File: src/rtl/out_arb_pkg.sv
// rtl/out_arb_pkg.sv - shared types and bit positions for the egress arbiter network
package out_arb_pkg;

  typedef enum logic {
    IDLE = 1'b0,
    BUSY = 1'b1
  } arb_state_t;

  typedef struct packed {
    logic [7:0]  channel;
    logic        sop;
    logic        eop;
    logic [63:0] data;
  } st_word_t;

  localparam int SOP_BIT = 65;
  localparam int EOP_BIT = 64;

endpackage

File: src/rtl/out_arb_network_rr_pick.sv
// rtl/out_arb_network_rr_pick.sv - combinational round-robin picker
// Scans from last+1 upward (mod N) and returns the first requesting index.
module rr_pick #(
  parameter int N  = 8,
  parameter int GW = 3
) (
  input  logic [N-1:0]  req,
  input  logic [GW-1:0] last,
  output logic          hit,
  output logic [GW-1:0] idx
);

  // Walk the ring backwards so the nearest candidate after 'last' is written last and wins.
  always_comb begin
    hit = 1'b0;
    idx = '0;
    for (int k = N; k >= 1; k--) begin
      if (req[(int'(last) + k) % N]) begin
        hit = 1'b1;
        idx = GW'((int'(last) + k) % N);
      end
    end
  end

endmodule

File: src/rtl/out_arb_network.sv
// rtl/out_arb_network.sv - packet-aware round-robin merge of node streams into one egress stream
// Optional per-node EOP counters on pkt_count when OUT_ARB_PKTCNT_EN is defined.
module out_arb_network
  import out_arb_pkg::*;
#(
  parameter int  ncount = 8,
  localparam int GW     = (ncount > 1) ? $clog2(ncount) : 1
) (
  input  logic          clock,
  input  logic          aclr_n,
  input  logic [73:0]   req_data  [ncount],
  input  logic          req_valid [ncount],
  output logic          req_ready [ncount],
  output logic [63:0]   st_data,
  output logic          st_sop,
  output logic          st_eop,
  output logic [7:0]    st_channel,
  output logic          st_valid,
  input  logic          st_ready,
  output logic [GW-1:0] grant_idx,
  output logic          busy,
`ifdef OUT_ARB_PKTCNT_EN
  output logic [31:0]   pkt_count [ncount],
`endif
  output logic          err_orphan
);

  arb_state_t    state_q, state_d;
  logic [GW-1:0] last_q, last_d;
  logic [GW-1:0] grant_q, grant_d;
  st_word_t      word_q, word_d;
  logic          st_valid_q, st_valid_d;
  logic          err_q, err_d;

  logic              adv;
  logic [ncount-1:0] sop_mask;
  logic              pick_hit;
  logic [GW-1:0]     pick_idx;

  always_comb begin
    adv = !st_valid_q || st_ready;
    for (int i = 0; i < ncount; i++) begin
      sop_mask[i] = req_valid[i] && req_data[i][SOP_BIT];
    end
  end

  rr_pick #(.N(ncount), .GW(GW)) u_pick (
    .req  (sop_mask),
    .last (last_q),
    .hit  (pick_hit),
    .idx  (pick_idx)
  );

  always_comb begin
    state_d    = state_q;
    last_d     = last_q;
    grant_d    = grant_q;
    word_d     = word_q;
    st_valid_d = st_valid_q && !adv;
    err_d      = 1'b0;
    for (int i = 0; i < ncount; i++) begin
      req_ready[i] = 1'b0;
    end
    case (state_q)
      IDLE: begin
        // Non-SOP words can never start a packet, so they are drained here rather than blocking the node.
        for (int i = 0; i < ncount; i++) begin
          if (req_valid[i] && !req_data[i][SOP_BIT]) begin
            req_ready[i] = 1'b1;
            err_d        = 1'b1;
          end
        end
        if (pick_hit) begin
          grant_d = pick_idx;
          state_d = BUSY;
        end
      end
      BUSY: begin
        req_ready[grant_q] = adv;
        if (adv && req_valid[grant_q]) begin
          word_d     = req_data[grant_q];
          st_valid_d = 1'b1;
          if (req_data[grant_q][EOP_BIT]) begin
            last_d  = grant_q;
            state_d = IDLE;
          end
        end
      end
      default: state_d = IDLE;
    endcase
  end

  always_ff @(posedge clock or negedge aclr_n) begin
    if (!aclr_n) begin
      state_q    <= IDLE;
      last_q     <= GW'(ncount - 1);
      grant_q    <= '0;
      word_q     <= '0;
      st_valid_q <= 1'b0;
      err_q      <= 1'b0;
    end else begin
      state_q    <= state_d;
      last_q     <= last_d;
      grant_q    <= grant_d;
      word_q     <= word_d;
      st_valid_q <= st_valid_d;
      err_q      <= err_d;
    end
  end

`ifdef OUT_ARB_PKTCNT_EN
  logic [31:0] cnt_q [ncount];
  logic [31:0] cnt_d [ncount];

  always_comb begin
    cnt_d = cnt_q;
    if (state_q == BUSY && adv && req_valid[grant_q] && req_data[grant_q][EOP_BIT]) begin
      cnt_d[grant_q] = cnt_q[grant_q] + 32'd1;
    end
  end

  always_ff @(posedge clock or negedge aclr_n) begin
    if (!aclr_n) begin
      for (int i = 0; i < ncount; i++) cnt_q[i] <= '0;
    end else begin
      cnt_q <= cnt_d;
    end
  end

  assign pkt_count = cnt_q;
`endif

  assign st_data    = word_q.data;
  assign st_sop     = word_q.sop;
  assign st_eop     = word_q.eop;
  assign st_channel = word_q.channel;
  assign st_valid   = st_valid_q;
  assign grant_idx  = grant_q;
  assign busy       = (state_q == BUSY);
  assign err_orphan = err_q;

endmodule

File: config.mk
export PLATFORM = sky130hd
export DESIGN_NAME = out_arb_network
export DESIGN_NICKNAME = d
export VERILOG_FILES = /design/src/rtl/out_arb_pkg.sv /design/src/rtl/out_arb_network_rr_pick.sv /design/src/rtl/out_arb_network.sv
export SDC_FILE = /design/constraint.sdc
export NUM_CORES = 1
export LEC_CHECK = 0
export ABC_AREA = 1
export BUFFER_PORTS_ARGS = -buffer_cell sky130_fd_sc_hd__clkbuf_2
export CAP_MARGIN = 25
export CORE_AREA = 2 2 268 270
export DETAILED_ROUTE_END_ITERATION = 8
export DIE_AREA = 0 0 270 272
export GPL_ROUTABILITY_DRIVEN = 1
export HOLD_SLACK_MARGIN = 0.03
export SETUP_SLACK_MARGIN = 0.02
export SKIP_CTS_REPAIR_TIMING = 1
export SLEW_MARGIN = 10
export SYNTH_ARGS = -nofsm -noshare
export SYNTH_HDL_FRONTEND = slang
export SYNTH_SLANG_ARGS = --single-unit
File: constraint.sdc
create_clock -name clock -period 5.2 [get_ports clock]
set_input_delay 1.3 -clock clock [delete_from_list [all_inputs] [get_ports clock]]
set_output_delay 1.3 -clock clock [all_outputs]
set_load 0.005 [all_outputs]
# Word level (Yosys, flattened, before mapping)
# Index checks and enable logic that the tools add are counted.
# classes
addsub	8
n_lt_le_gt_ge	10
muxes	71
n_bitwise	11
reduce_logical	41
# op_table
op	count
$bmux 74 s3	1
$mux 74	2
$mux 1	48
$lt 4x5->1 const B	8
$bmux 1 s3	9
$mux 3	8
$reduce_or 3->1	8
$logic_and 1x1->1	19
$pmux 8 s2	1
$add 3x3->3 const B	4
$logic_not 1->1	10
$and 1x1->1 const A	8
$and 8x8->8	1
$add 3x1->3 const B	2
$add 3x2->3 const B	2
$ge 4x4->1 const B	1
$lt 4x1->1 const B	1
$not 3->4	1
$reduce_and 2->1	2
$demux 1 s3	1
$reduce_and 3->1	1
$pmux 1 s2	1
$logic_or 1x1->1	1
$not 1->1	1
# word_totals
regBits	83
output_inout_bits	88
wordCells	150

# Logic depth before layout (Yosys ltp)
# logic_depth
ltp_word	16
mapped_depth	19
ltp_nobuf	17

# Modules after synthesis
# From an unflattened synthesis, not the netlist that was laid out.
# hier_totals
hier_cells	1785
area_unflattened_um2	9531.6
# by_module_without_submodules
mod	n_inst	cells_per_inst	area_per_inst_um2
out_arb_network	1	1662	8864.8
rr_pick	1	123	666.9

# Worst setup path before layout
# No wires, ideal clock.
# synth_path
kind	input port to output port
from	in st_ready
to	out req_ready[1] (netlist bit)
arrival_ns	1.716
t_required_ns	3.900
path_slack_ns	2.184
stages	4
n_path_buf	0
cell_sequence	nor2_1 nor2_1 nand2_1 o21ai_0
# synth_rtl
element	line_no	text
start: declaration	out_arb_network.sv:19	input logic st_ready,
end: declaration	out_arb_network.sv:13	output logic req_ready [ncount],

==> summary.md <==
| Metric | Value |
|---|---|
| FF-to-FF End | `st_data[23]$_DFFE_PN0P_` |
| Initial Util | `0.115` |
| Cell depth of the worst setup path | `6` |
| F_max | `286 MHz` |
| CORE AREA | `70800 um^2` |
| Maximum Capacitance Violations | `0` |
| Port Buf Inserts | `690` |
| DIE WIDTH | `270 um` |
| CP peak stage delay | `330 ps` |
| CTS tree | `built` |
| Layout fillers | `8235` |
| Final Slew Violations | `0` |
| Drt pass-1 iters | `5` |
| Critical path class | `input port to output pin` |
| Flop-to-flop setup slack | `2390 ps` |
| Initial DRC count | `691` |
| Clock Latency Late Sink | `390 ps` |
| Vias in the first global route | `11700` |
| Worst Setup SP | `st_ready` |
| Routed len/inst | `19.8 um` |
| Row count | `98` |
| Worst r2r path cells | `5` |
| Final Hold Viols | `0` |
| Hold Path Class | `register to register` |
| Synth Instances | `1376` |
| Final min period | `3500 ps` |
| RSZ-0062 raised after global routing | `false` |
| P_leak | `6.30 nW` |
| Post-synthesis sequential area ratio | `0.257` |
| Die height | `272 um` |
| Unique masters post-synth | `28` |
| Vias per inst | `4.17` |
| Power Density | `563 nW/um^2` |
| Setup_tns | `0 ps` |
| Critical-path top delay cell | `o21ai_0` |
| Share of cells above drive strength 1 | `0.385` |
| Post-route clock period utilization | `0.673` |
| Outcome | `finished, final reports clean` |
| Vias after detailed routing | `12200` |
| VDD IR max | `0.000331 V` |
| Post-route cell area | `12700 um^2` |
| DRT antenna net count | `0` |
| Num ports | `691` |
| Synth warnings | `0` |
| Initial antenna violation count | `15` |
| Hpwl dp | `46.4 mm` |
| CP Max Fanout | `4` |
| Worst Path Required | `3900 ps` |
| Critical Path Sink | `req_ready[6]` |
| FF+latch count, synth | `83` |
| Sink Count | `83` |
| Die area | `73400 um^2` |
| Area Growth Syn to Fin | `57.0%` |
| Area after DPL | `12400 um^2` |
| CP arrival | `2200 ps` |
| Avg Cell Area, Syn | `5.89 um^2` |
| Area taken by multi-input logic gates | `5360 um^2` |
| First-pass GRT wire length | `81.3 mm` |
| Crit end category | `output pin` |
| FF/Latch Area | `2080 um^2` |
| Clock Tree Buf Depth | `2` |
| Slew Limit Headroom | `0.0739` |
| Worst-Margin Slew | `1370 ps` |
| Drt drc | `0` |
| # H-tree levels | `3` |
| Mapped Nets | `1981` |
| Root buffer cell | `clkbuf_16` |
| Final Skew | `17.6 ps` |
| Startpoint of the worst register-to-register path | `grant_idx[0]$_DFFE_PN0P_` |
| Worst path cell trace | `clkbuf_2 > nor2_1 > nor2_1 > nand2_1 > o21ai_0 > clkbuf_2` |
| Crit start category | `input port` |
| Placer Congestion | `0.927` |
| Global-route usage over all layers | `0.152` |
| GRT overflow | `0` |
| Nets | `2579` |
| Num CTS Buffers | `9` |
| Largest net degree at the start of global routing | `160` |
| Clock-pin slew on the worst setup and hold paths | `70 ps` |
| WP buf/inv | `2` |
| Routed wire length | `58.0 mm` |
| Synthesized area | `8100 um^2` |
| CP delay by family, top | `compound AO/OA/AOI/OAI gates` |
| Endpoints failing setup | `0` |
[report_power, final]
part / switching, mW / internal (mW) / leakage [nW]
Sequential: 0.225 / 0.986 / 1.02
Combinational: 3.63 / 1.64 / 5.14
Clock: 0.349 / 0.333 / 0.133
Total: 4.20 / 2.96 / 6.30
[cell families after synthesis]
family	synth area share
and+or+nand+nor	0.290
adders and majority gates	0.00309
AOI/OAI and AO/OA	0.361
buffers and inverters	0.0855
xor gates and xnor gates	0.00432
DFF	0.257
[worst reg2reg max path, stage by stage (launching register included)]
cell and delay [ps]:
dfrtp_4 520, buf_12 190, o21ai_0 1510, o22ai_1 200, o21ai_0 220, nand2_1 60
[cells in the final DEF (no fill, tap or decap), drive strengths merged, types with 3 or more instances in the layout]
cell type	n
nand2	209
diode	7
inv	41
nor2	321
a21oi	13
o21ai	385
nand3	49
dfrtp	80
clkbuf	698
o22ai	146
dfstp	3
buf	17
[synthesized netlist by cell type]
| cell | number | area, um^2 |
|---|---|---|
| a21oi_1 | 13 | 65.1 |
| buf_1 | 4 | 15.0 |
| buf_2 | 11 | 55.1 |
| buf_4 | 8 | 60.1 |
| buf_6 | 8 | 90.1 |
| clkbuf_1 | 88 | 330 |
| dfrtp_1 | 80 | 2000 |
| dfstp_2 | 3 | 78.8 |
| ha_1 | 2 | 25.0 |
| inv_1 | 27 | 101 |
| inv_2 | 11 | 41.3 |
| nand2_1 | 201 | 754 |
| nand2_2 | 8 | 50.1 |
| nand3_1 | 39 | 195 |
| nand3_2 | 10 | 100 |
| nand3b_1 | 1 | 7.51 |
| nand4_1 | 1 | 6.26 |
| nand4_2 | 1 | 12.5 |
| nor2_1 | 319 | 1200 |
| nor2_2 | 2 | 12.5 |
| nor4_1 | 2 | 12.5 |
| o2111ai_1 | 1 | 8.76 |
| o21a_1 | 1 | 7.51 |
| o21ai_0 | 295 | 1480 |
| o21ai_1 | 90 | 450 |
| o22ai_1 | 146 | 913 |
| xnor2_1 | 2 | 17.5 |
| xor2_1 | 2 | 17.5 |
[worst min path at each step]
stage	from	to	slack, ps	depth (start not counted)
floorplan	busy$_DFF_PN0_	err_orphan$_DFF_PN0_	460	1
global placement	st_data[13]$_DFFE_PN0P_	st_data[13]$_DFFE_PN0P_	450	2
detailed placement	st_data[8]$_DFFE_PN0P_	st_data[8]$_DFFE_PN0P_	460	2
CTS	st_data[2]$_DFFE_PN0P_	st_data[2]$_DFFE_PN0P_	480	2
global route	st_data[3]$_DFFE_PN0P_	st_data[3]$_DFFE_PN0P_	500	2
finish	st_data[8]$_DFFE_PN0P_	st_data[8]$_DFFE_PN0P_	470	2
[state kept, by name, indices dropped and copies added, names as in the netlist, named ones only]
| register | flops |
|---|---|
| last_q | 3 |
| st_channel | 8 |
| st_data | 64 |
| busy | 1 |
| st_eop | 1 |
| grant_idx | 3 |
| err_orphan | 1 |
| st_sop | 1 |
[through the flow]
step / setup WS (ps) / cells / power (mW) / hold slack [ps] / utilization
after floorplan: 2180 / 1376 / 4.44 / 465 / -
after global placement: 1740 / 2913 / 6.51 / 454 / 0.176
after detailed placement: 1760 / 2913 / 6.51 / 458 / 0.176
after CTS: 1760 / 2929 / 7.25 / 477 / 0.180
after global routing: 1630 / 2936 / 7.89 / 499 / 0.180
final: 1700 / 2936 / 7.17 / 471 / 0.180
[area by class of cell]
class	count	area share
timing repair buffer	706	0.286
clock inverter	7	0.00462
sequential	83	0.164
inverter	38	0.0121
multi-input combinational	1136	0.421
tap	950	0.0934
clock buffer	9	0.0177
antenna	7	0.00138
[per-layer routing]
layer  track usage  share of wire  up-vias
met3        0.0358          0.067       94
met5             0        0.00067        -
met1         0.190           0.43     5559
met2         0.242           0.46      617
li1              -              -     5955
met4        0.0772          0.050        6
No activity file was read; power rests on OpenSTA's default activity.
